<file path="config.mk">
export PLATFORM = sky130hd
export DESIGN_NAME = segasys1_sound_cmd_flat
export DESIGN_NICKNAME = d
export VERILOG_FILES = /design/src/rtl/segasys1_sound_cmd_if.sv /design/src/rtl/segasys1_sound_cmd.sv /design/src/flat_wrapper.sv
export SDC_FILE = /design/constraint.sdc
export NUM_CORES = 1
export LEC_CHECK = 0
export BUFFER_PORTS_ARGS = -buffer_cell sky130_fd_sc_hd__buf_2
export CORE_ASPECT_RATIO = 1.2
export CORE_MARGIN = 2
export CORE_UTILIZATION = 25
export DETAILED_ROUTE_END_ITERATION = 12
export SETUP_SLACK_MARGIN = 0.3
export SYNTH_ARGS = -nofsm -noshare
export SYNTH_HDL_FRONTEND = slang
export SYNTH_SLANG_ARGS = --single-unit
</file>
<file path="constraint.sdc">
create_clock -name CLK40M -period 2 [get_ports CLK40M]
set_clock_uncertainty 0.1 [all_clocks]
set_input_delay 0.6 -clock CLK40M [delete_from_list [all_inputs] [get_ports CLK40M]]
set_output_delay 0.6 -clock CLK40M [all_outputs]
set_load 0.005 [all_outputs]
</file>
<file path="src/rtl/segasys1_sound_cmd_if.sv">
// Main-CPU / sound-CPU side signals of the Sega System 1 sound command bridge.
// master = CPU-side stimulus, slave = the bridge itself.
interface segasys1_sound_cmd_if;
   logic       SNDRQ;
   logic [7:0] SNDNO;
   logic       PAUSE_N;
   logic       S_RD;
   logic       S_IACK;
   logic [7:0] S_DO;
   logic       S_NMI_N;
   logic       S_INT_N;
   logic       BUSY;
   logic       OVF;

   modport master (
      output SNDRQ, SNDNO, PAUSE_N, S_RD, S_IACK,
      input  S_DO, S_NMI_N, S_INT_N, BUSY, OVF
   );

   modport slave (
      input  SNDRQ, SNDNO, PAUSE_N, S_RD, S_IACK,
      output S_DO, S_NMI_N, S_INT_N, BUSY, OVF
   );
endinterface

</file>
<file path="src/rtl/segasys1_sound_cmd.sv">
// Main-to-sound command bridge: command latch (or queue with CMD_FIFO_EN defined),
// sound-CPU NMI on pending command, and periodic acknowledged sound-CPU INT.
module segasys1_sound_cmd #(
   parameter int TIMER_DIV  = 166667,
   parameter int FIFO_DEPTH = 4
) (
   input  logic                 CLK40M,
   input  logic                 RESET_N,
   segasys1_sound_cmd_if.slave  bus
);

   localparam logic [17:0] TMR_LAST = 18'(TIMER_DIV - 1);

   logic        r_rq_d;
   logic        w_wr;
   logic [17:0] r_tmr;
   logic        w_tc;
   logic        r_int_n;

   // rq_d resets high so a strobe already asserted at reset release is not a new command.
   assign w_wr = bus.SNDRQ & ~r_rq_d;
   assign w_tc = bus.PAUSE_N & (r_tmr == TMR_LAST);

   // NOTE: sequential state uses non-blocking assignments so every register samples pre-edge values.
   always_ff @(posedge CLK40M or negedge RESET_N) begin
      if (!RESET_N) r_rq_d <= 1'b1;
      else          r_rq_d <= bus.SNDRQ;
   end

   always_ff @(posedge CLK40M or negedge RESET_N) begin
      if (!RESET_N)          r_tmr <= '0;
      else if (bus.PAUSE_N)  r_tmr <= (r_tmr == TMR_LAST) ? '0 : r_tmr + 18'd1;
   end

   // Terminal count beats a same-cycle acknowledge; unacknowledged periods merge.
   always_ff @(posedge CLK40M or negedge RESET_N) begin
      if (!RESET_N)         r_int_n <= 1'b1;
      else if (w_tc)        r_int_n <= 1'b0;
      else if (bus.S_IACK)  r_int_n <= 1'b1;
   end

   assign bus.S_INT_N = r_int_n;

`ifdef CMD_FIFO_EN
   localparam int               AW   = $clog2(FIFO_DEPTH);
   localparam int               CW   = AW + 1;
   localparam logic [CW-1:0]    FULL = CW'(FIFO_DEPTH);

   logic [7:0]    r_mem [FIFO_DEPTH];
   logic [AW-1:0] r_wp;
   logic [AW-1:0] r_rp;
   logic [CW-1:0] r_cnt;
   logic          r_ovf;
   logic          w_empty;
   logic          w_full;
   logic          w_pop;
   logic          w_push;

   assign w_empty = (r_cnt == '0);
   assign w_full  = (r_cnt == FULL);
   assign w_pop   = bus.S_RD & ~w_empty;
   // A pop in the same cycle frees the slot, so a full queue still accepts the write.
   assign w_push  = w_wr & (~w_full | w_pop);

   // NOTE: queue storage is deliberately not reset; r_cnt alone defines which entries are valid.
   always_ff @(posedge CLK40M) begin
      if (w_push) r_mem[r_wp] <= bus.SNDNO;
   end

   always_ff @(posedge CLK40M or negedge RESET_N) begin
      if (!RESET_N) begin
         r_wp  <= '0;
         r_rp  <= '0;
         r_cnt <= '0;
         r_ovf <= 1'b0;
      end else begin
         if (w_push) r_wp <= r_wp + AW'(1);
         if (w_pop)  r_rp <= r_rp + AW'(1);
         case ({w_push, w_pop})
            2'b10:   r_cnt <= r_cnt + CW'(1);
            2'b01:   r_cnt <= r_cnt - CW'(1);
            default: r_cnt <= r_cnt;
         endcase
         if (w_wr && !w_push) r_ovf <= 1'b1;
      end
   end

   assign bus.S_DO    = w_empty ? 8'h00 : r_mem[r_rp];
   assign bus.S_NMI_N = w_empty;
   assign bus.BUSY    = w_full;
   assign bus.OVF     = r_ovf;
`else
   // Queue depth only matters in queued mode.
   localparam int unused_fifo_depth = FIFO_DEPTH;

   logic [7:0] r_do;
   logic       r_pend;

   // A new write wins over a same-cycle read and simply overwrites a pending command.
   always_ff @(posedge CLK40M or negedge RESET_N) begin
      if (!RESET_N) begin
         r_do   <= 8'h00;
         r_pend <= 1'b0;
      end else if (w_wr) begin
         r_do   <= bus.SNDNO;
         r_pend <= 1'b1;
      end else if (bus.S_RD) begin
         r_pend <= 1'b0;
      end
   end

   assign bus.S_DO    = r_do;
   assign bus.S_NMI_N = ~r_pend;
   assign bus.BUSY    = r_pend;
   assign bus.OVF     = 1'b0;
`endif

endmodule

</file>
<file path="src/flat_wrapper.sv">
// flat-port wrapper written by rule: the top's interface ports become plain ports
module segasys1_sound_cmd_flat 
#(
   parameter int TIMER_DIV  = 166667,
   parameter int FIFO_DEPTH = 4
)
  (CLK40M, RESET_N, bus_SNDRQ, bus_SNDNO, bus_PAUSE_N, bus_S_RD, bus_S_IACK, bus_S_DO, bus_S_NMI_N, bus_S_INT_N, bus_BUSY, bus_OVF);
  segasys1_sound_cmd_if bus_i ();
  input  logic CLK40M;
  input  logic RESET_N;
  input wire logic [$bits(bus_i.SNDRQ)-1:0] bus_SNDRQ;
  input wire logic [$bits(bus_i.SNDNO)-1:0] bus_SNDNO;
  input wire logic [$bits(bus_i.PAUSE_N)-1:0] bus_PAUSE_N;
  input wire logic [$bits(bus_i.S_RD)-1:0] bus_S_RD;
  input wire logic [$bits(bus_i.S_IACK)-1:0] bus_S_IACK;
  output wire logic [$bits(bus_i.S_DO)-1:0] bus_S_DO;
  output wire logic [$bits(bus_i.S_NMI_N)-1:0] bus_S_NMI_N;
  output wire logic [$bits(bus_i.S_INT_N)-1:0] bus_S_INT_N;
  output wire logic [$bits(bus_i.BUSY)-1:0] bus_BUSY;
  output wire logic [$bits(bus_i.OVF)-1:0] bus_OVF;
  assign bus_i.SNDRQ = bus_SNDRQ;
  assign bus_i.SNDNO = bus_SNDNO;
  assign bus_i.PAUSE_N = bus_PAUSE_N;
  assign bus_i.S_RD = bus_S_RD;
  assign bus_i.S_IACK = bus_S_IACK;
  assign bus_S_DO = bus_i.S_DO;
  assign bus_S_NMI_N = bus_i.S_NMI_N;
  assign bus_S_INT_N = bus_i.S_INT_N;
  assign bus_BUSY = bus_i.BUSY;
  assign bus_OVF = bus_i.OVF;
  segasys1_sound_cmd #(.TIMER_DIV(TIMER_DIV), .FIFO_DEPTH(FIFO_DEPTH)) u_core (.CLK40M(CLK40M), .RESET_N(RESET_N), .bus(bus_i));
endmodule
</file>
### Word level (Yosys, flattened, before mapping)

Index checks and enable logic that the tools add are counted.

| storage, ports and cells | value |
|---|---|
| logic and storage cells | 18 |
| output and inout bits | 12 |
| flip-flop bits (word level) | 29 |

| cells by class | value |
|---|---|
| bitwise gates (word level) | 4 |
| equality and inequality tests | 1 |
| add/subtract/negate cells | 1 |
| multiplexer cells | 5 |
| reduce and logical (&&, ||, !) cells | 2 |

Operators with widths:

| kind | number |
|---|---|
| $add A18 B1 Y18 const B | 1 |
| $eq A18 B18 Y1 const B | 1 |
| $mux W18 | 1 |
| $mux W1 | 4 |
| $reduce_bool A2 Y1 | 2 |
| $and A1 B1 Y1 | 2 |
| $not A1 Y1 | 2 |

### Depth between registers and ports, before layout

| logic depth | value |
|---|---|
| word-level depth | 3 |
| depth in mapped cells | 6 |
| depth with buffers taken out | 6 |

### Least setup slack after synthesis

No wires, ideal clock.

| timing | value |
|---|---|
| path type | input to register |
| start | input port bus_PAUSE_N |
| end | register u_core.r_tmr[17] |
| data arrival time | 1.955 ns |
| required time | 1.823 ns |
| cell stages on the path | 5 |
| path slack | -0.133 ns |
| path buffers | 1 |
| cell sequence | buf_4 -> nand4_4 -> or4_4 -> or4_1 -> a21oi_1 |

RTL lines:

| what | line | text |
|---|---|---|
| start, declared | flat_wrapper.sv:13 | `input wire logic [$bits(bus_i.PAUSE_N)-1:0] bus_PAUSE_N;` |
| end signal, assigned | segasys1_sound_cmd.sv:32 | `else if (bus.PAUSE_N) r_tmr <= (r_tmr == TMR_LAST) ? '0 : r_tmr + 18'd1;` |
| end, declared | segasys1_sound_cmd.sv:16 | `logic [17:0] r_tmr;` |

==> metrics.txt <==
Compound-Gate Fraction of Synth Area=about 5.6%; post-synthesis simple-gate area fraction=around a fifth; Synth Area in Adders=between 1.5 and 2%; CTS Buf Count=5; GPL Wtd Cong=between 0.7 and 0.8; VDD IR max=approximately 420 uV; Post-Place Cells=217; site row count=29; chip width=~70 um; largest family of logic cells by synthesized area=simple AND/OR/NAND/NOR gates; post-synthesis mux area share=6.65%; number of max-cap violations=0; pre-CTS setup slack=-0.154 ns; CTS Buffer Depth=2; worst-path fanout max=3; Hold WC Path Type=primary input to async pin; Starting Density=25.7%; Critical Path AT=around 1.9 ns; Root Buffer=clkbuf_8; top-area cell type share of the netlist area=between 40% and 50%; placed cell area=0.00161 mm^2; share of layout cells above drive strength 1=44.2%; detailed placer's ending HPWL=about 2.0 mm; Layout fillers=roughly 530; status=completed; yosys warns=0; Core ar.=about 0.0053 mm^2; Remaining DRCs=0; XOR/XNOR Fraction of Synth Area=slightly above 7%; Synth Instances=between 100 and 150; Via density=4.55; final worst-path cycle share=approximately nine tenths; global-route wire length before repair=4.89 mm; main flop type after synthesis=dfrtp_1; min Tclk post-route=1.81 ns; Tot Pwr=approximately 1.6 mW; Least-Margin Pin Slew=around 0.65 ns; Seq/Total Area, Yosys=a little over half; grt ovf=0; synth cell count leaders=dfrtp_1, nor2_1, mux2_2, nand2_1, xor2_1; RSZ-0062 raised after global routing=true; final worst setup slack=roughly 0.19 ns; number of synthesized register bits=29; final hold vios=0; Synth area leaders=dfrtp_1, mux2_2, xor2_1, dfstp_2, nor2_1; pin count of the biggest net entering global routing=30; via count=slightly above 1,000; setup violators final=0; async set-reset flop share out of synthesis=between 90% and 100%; Distinct cells, synth=35; Finished Core Util=33.8%; Die Span Y=approximately 85 um; Layout area overhead=31.5%; Post-synth EDFFs=0; mapped cell area=around 0.0014 mm^2; hold_buf cts=0; leakage=just over 0.8 nW; post-route ant nets=0; cell area power density=roughly 880 mW/mm^2; Cell Count, Final, Fillers Out=227; Critical Path End Type=flop; Max Slew Vio Count=0; Initial DRT Pass Iterations=4; Required @ worst endpoint=roughly 2.1 ns; syn_nets=140; die area=around 0.0060 mm^2; Worst slew margin=approximately 57%; IO buf count=24; Clock Latency Late Sink=~0.28 ns; ANT cells=0; number of global-route vias before repair=roughly 1,000; final instance area=between 0.0015 and 0.002 mm^2; count leader, synth=dfrtp_1; Setup TNS=0 ns; 1st-iter DRT viols=24; mean post-synth cell area=around 11 um^2; Num Clock Sinks=29; final net count=between 150 and 200; maximum level of the CTS H-tree=2; drt wl/cell=around 13 um; peak clock frequency supported by timing=between 0.5 and 0.6 GHz; total wire length=between 2 and 3 mm; io pins=26; initial antenna violation count=0; Clock Pin Slew Worst Setup and Hold Paths=0.06 ns; kind of critical path=primary input to flop; GRT Overall Usage=a little over a tenth; hold slack=around 0.25 ns; CTS tree=yes; CP Launch Type=primary input; Synth area leader=dfrtp_1
-- state kept, by name, summed over array words and instances (netlist names) --
| register | flops |
|---|---|
| u_core.bus.BUSY | 1 |
| u_core.bus.S_DO | 8 |
| u_core.bus.S_INT_N | 1 |
| u_core.r_rq_d | 1 |
| u_core.r_tmr | 18 |
-- placed cells by master (no fill, tap or decap), types with 2 or more instances in the layout --
cell type  netlist  layout
nor2_1          13      12
a21oi_2          0       3
nand3_1          6       4
o21ai_1          0       2
dfstp_2          2       2
buf_2            0      23
inv_1            6       5
xnor2_1          3       3
xor2_1           8       8
o31ai_1          2       2
clkbuf_1         2       3
clkbuf_8         0       5
and3_1           4       2
mux2_2           8       8
nor4_1           2       2
nand3_2          0       2
o21ai_0          4       2
nand4_1          3       3
or4_4            1       3
and4_2           2       2
nand2_1          8       8
buf_4            2      13
dfrtp_1         27      26
-- logic make-up after synthesis --
family | Yosys count
XOR/XNOR | 11
adder cells (fa/ha/maj) | 2
flip-flops | 29
AO/OA/AOI/OAI | 13
other | 1
multiplexers | 8
AND/OR/NAND/NOR | 50
buffers and inverters | 10
-- repair_timing --
| action | 4_1_cts | 5_1_grt |
|---|---|---|
| pin swaps | 4 | 6 |
| gates resized for setup | 6 | 15 |
| buffers inserted | 2 | 0 |
| setup endpoints to repair | 4 | 13 |
-- layer usage --
metal | up-vias | track usage [%] | part of all wire, % | wire, um
met3 | 5 | 3.96 | 5.0 | 144
met4 | 0 | 3.60 | 1.4 | 42
li1 | 506 | - | - | -
met5 | - | 0 | 0 | 0
met2 | 25 | 17.3 | 52 | 1510
met1 | 497 | 12.5 | 41 | 1210
-- report_power, final --
part           internal [mW]  switching [mW]
combinational          0.191           0.172
clock                  0.246           0.207
sequential             0.671          0.0737
total                   1.11           0.453
-- final cells by class --
| class | count | area (um^2) | share of cell area (%) |
|---|---|---|---|
| clock buffers | 8 | 80.1 | 4.50 |
| inverters | 6 | 25.0 | 1.41 |
| multi-input cells | 85 | 644 | 36.2 |
| flip-flops and latches | 29 | 729 | 41.0 |
| well taps | 62 | 77.6 | 4.36 |
| repair buffers | 37 | 224 | 12.6 |
-- final timing paths --
| path | startpoint | slack, ns | end | cells past startpoint |
|---|---|---|---|---|
| min in group CLK40M | bus_SNDRQ | 0.33 | u_core.r_rq_d | 1 |
| min | RESET_N | 0.25 | u_core.r_tmr[9] | 1 |
| max in group asynchronous | RESET_N | 1.10 | u_core.r_tmr[0] | 1 |
| max | bus_PAUSE_N | 0.19 | u_core.r_tmr[17] | 5 |
| min reg2reg | u_core.bus.S_INT_N | 0.39 | u_core.bus.S_INT_N | 2 |
| max reg2reg | u_core.r_tmr[1] | 0.19 | u_core.r_tmr[17] | 4 |
-- critical path: stages --
cell and delay [ns]:
buf_6 0.08, nand4_4 0.09, or4_4 0.51, or4_4 0.50, a21oi_2 0.14
No activity file was read; power rests on OpenSTA's default activity.
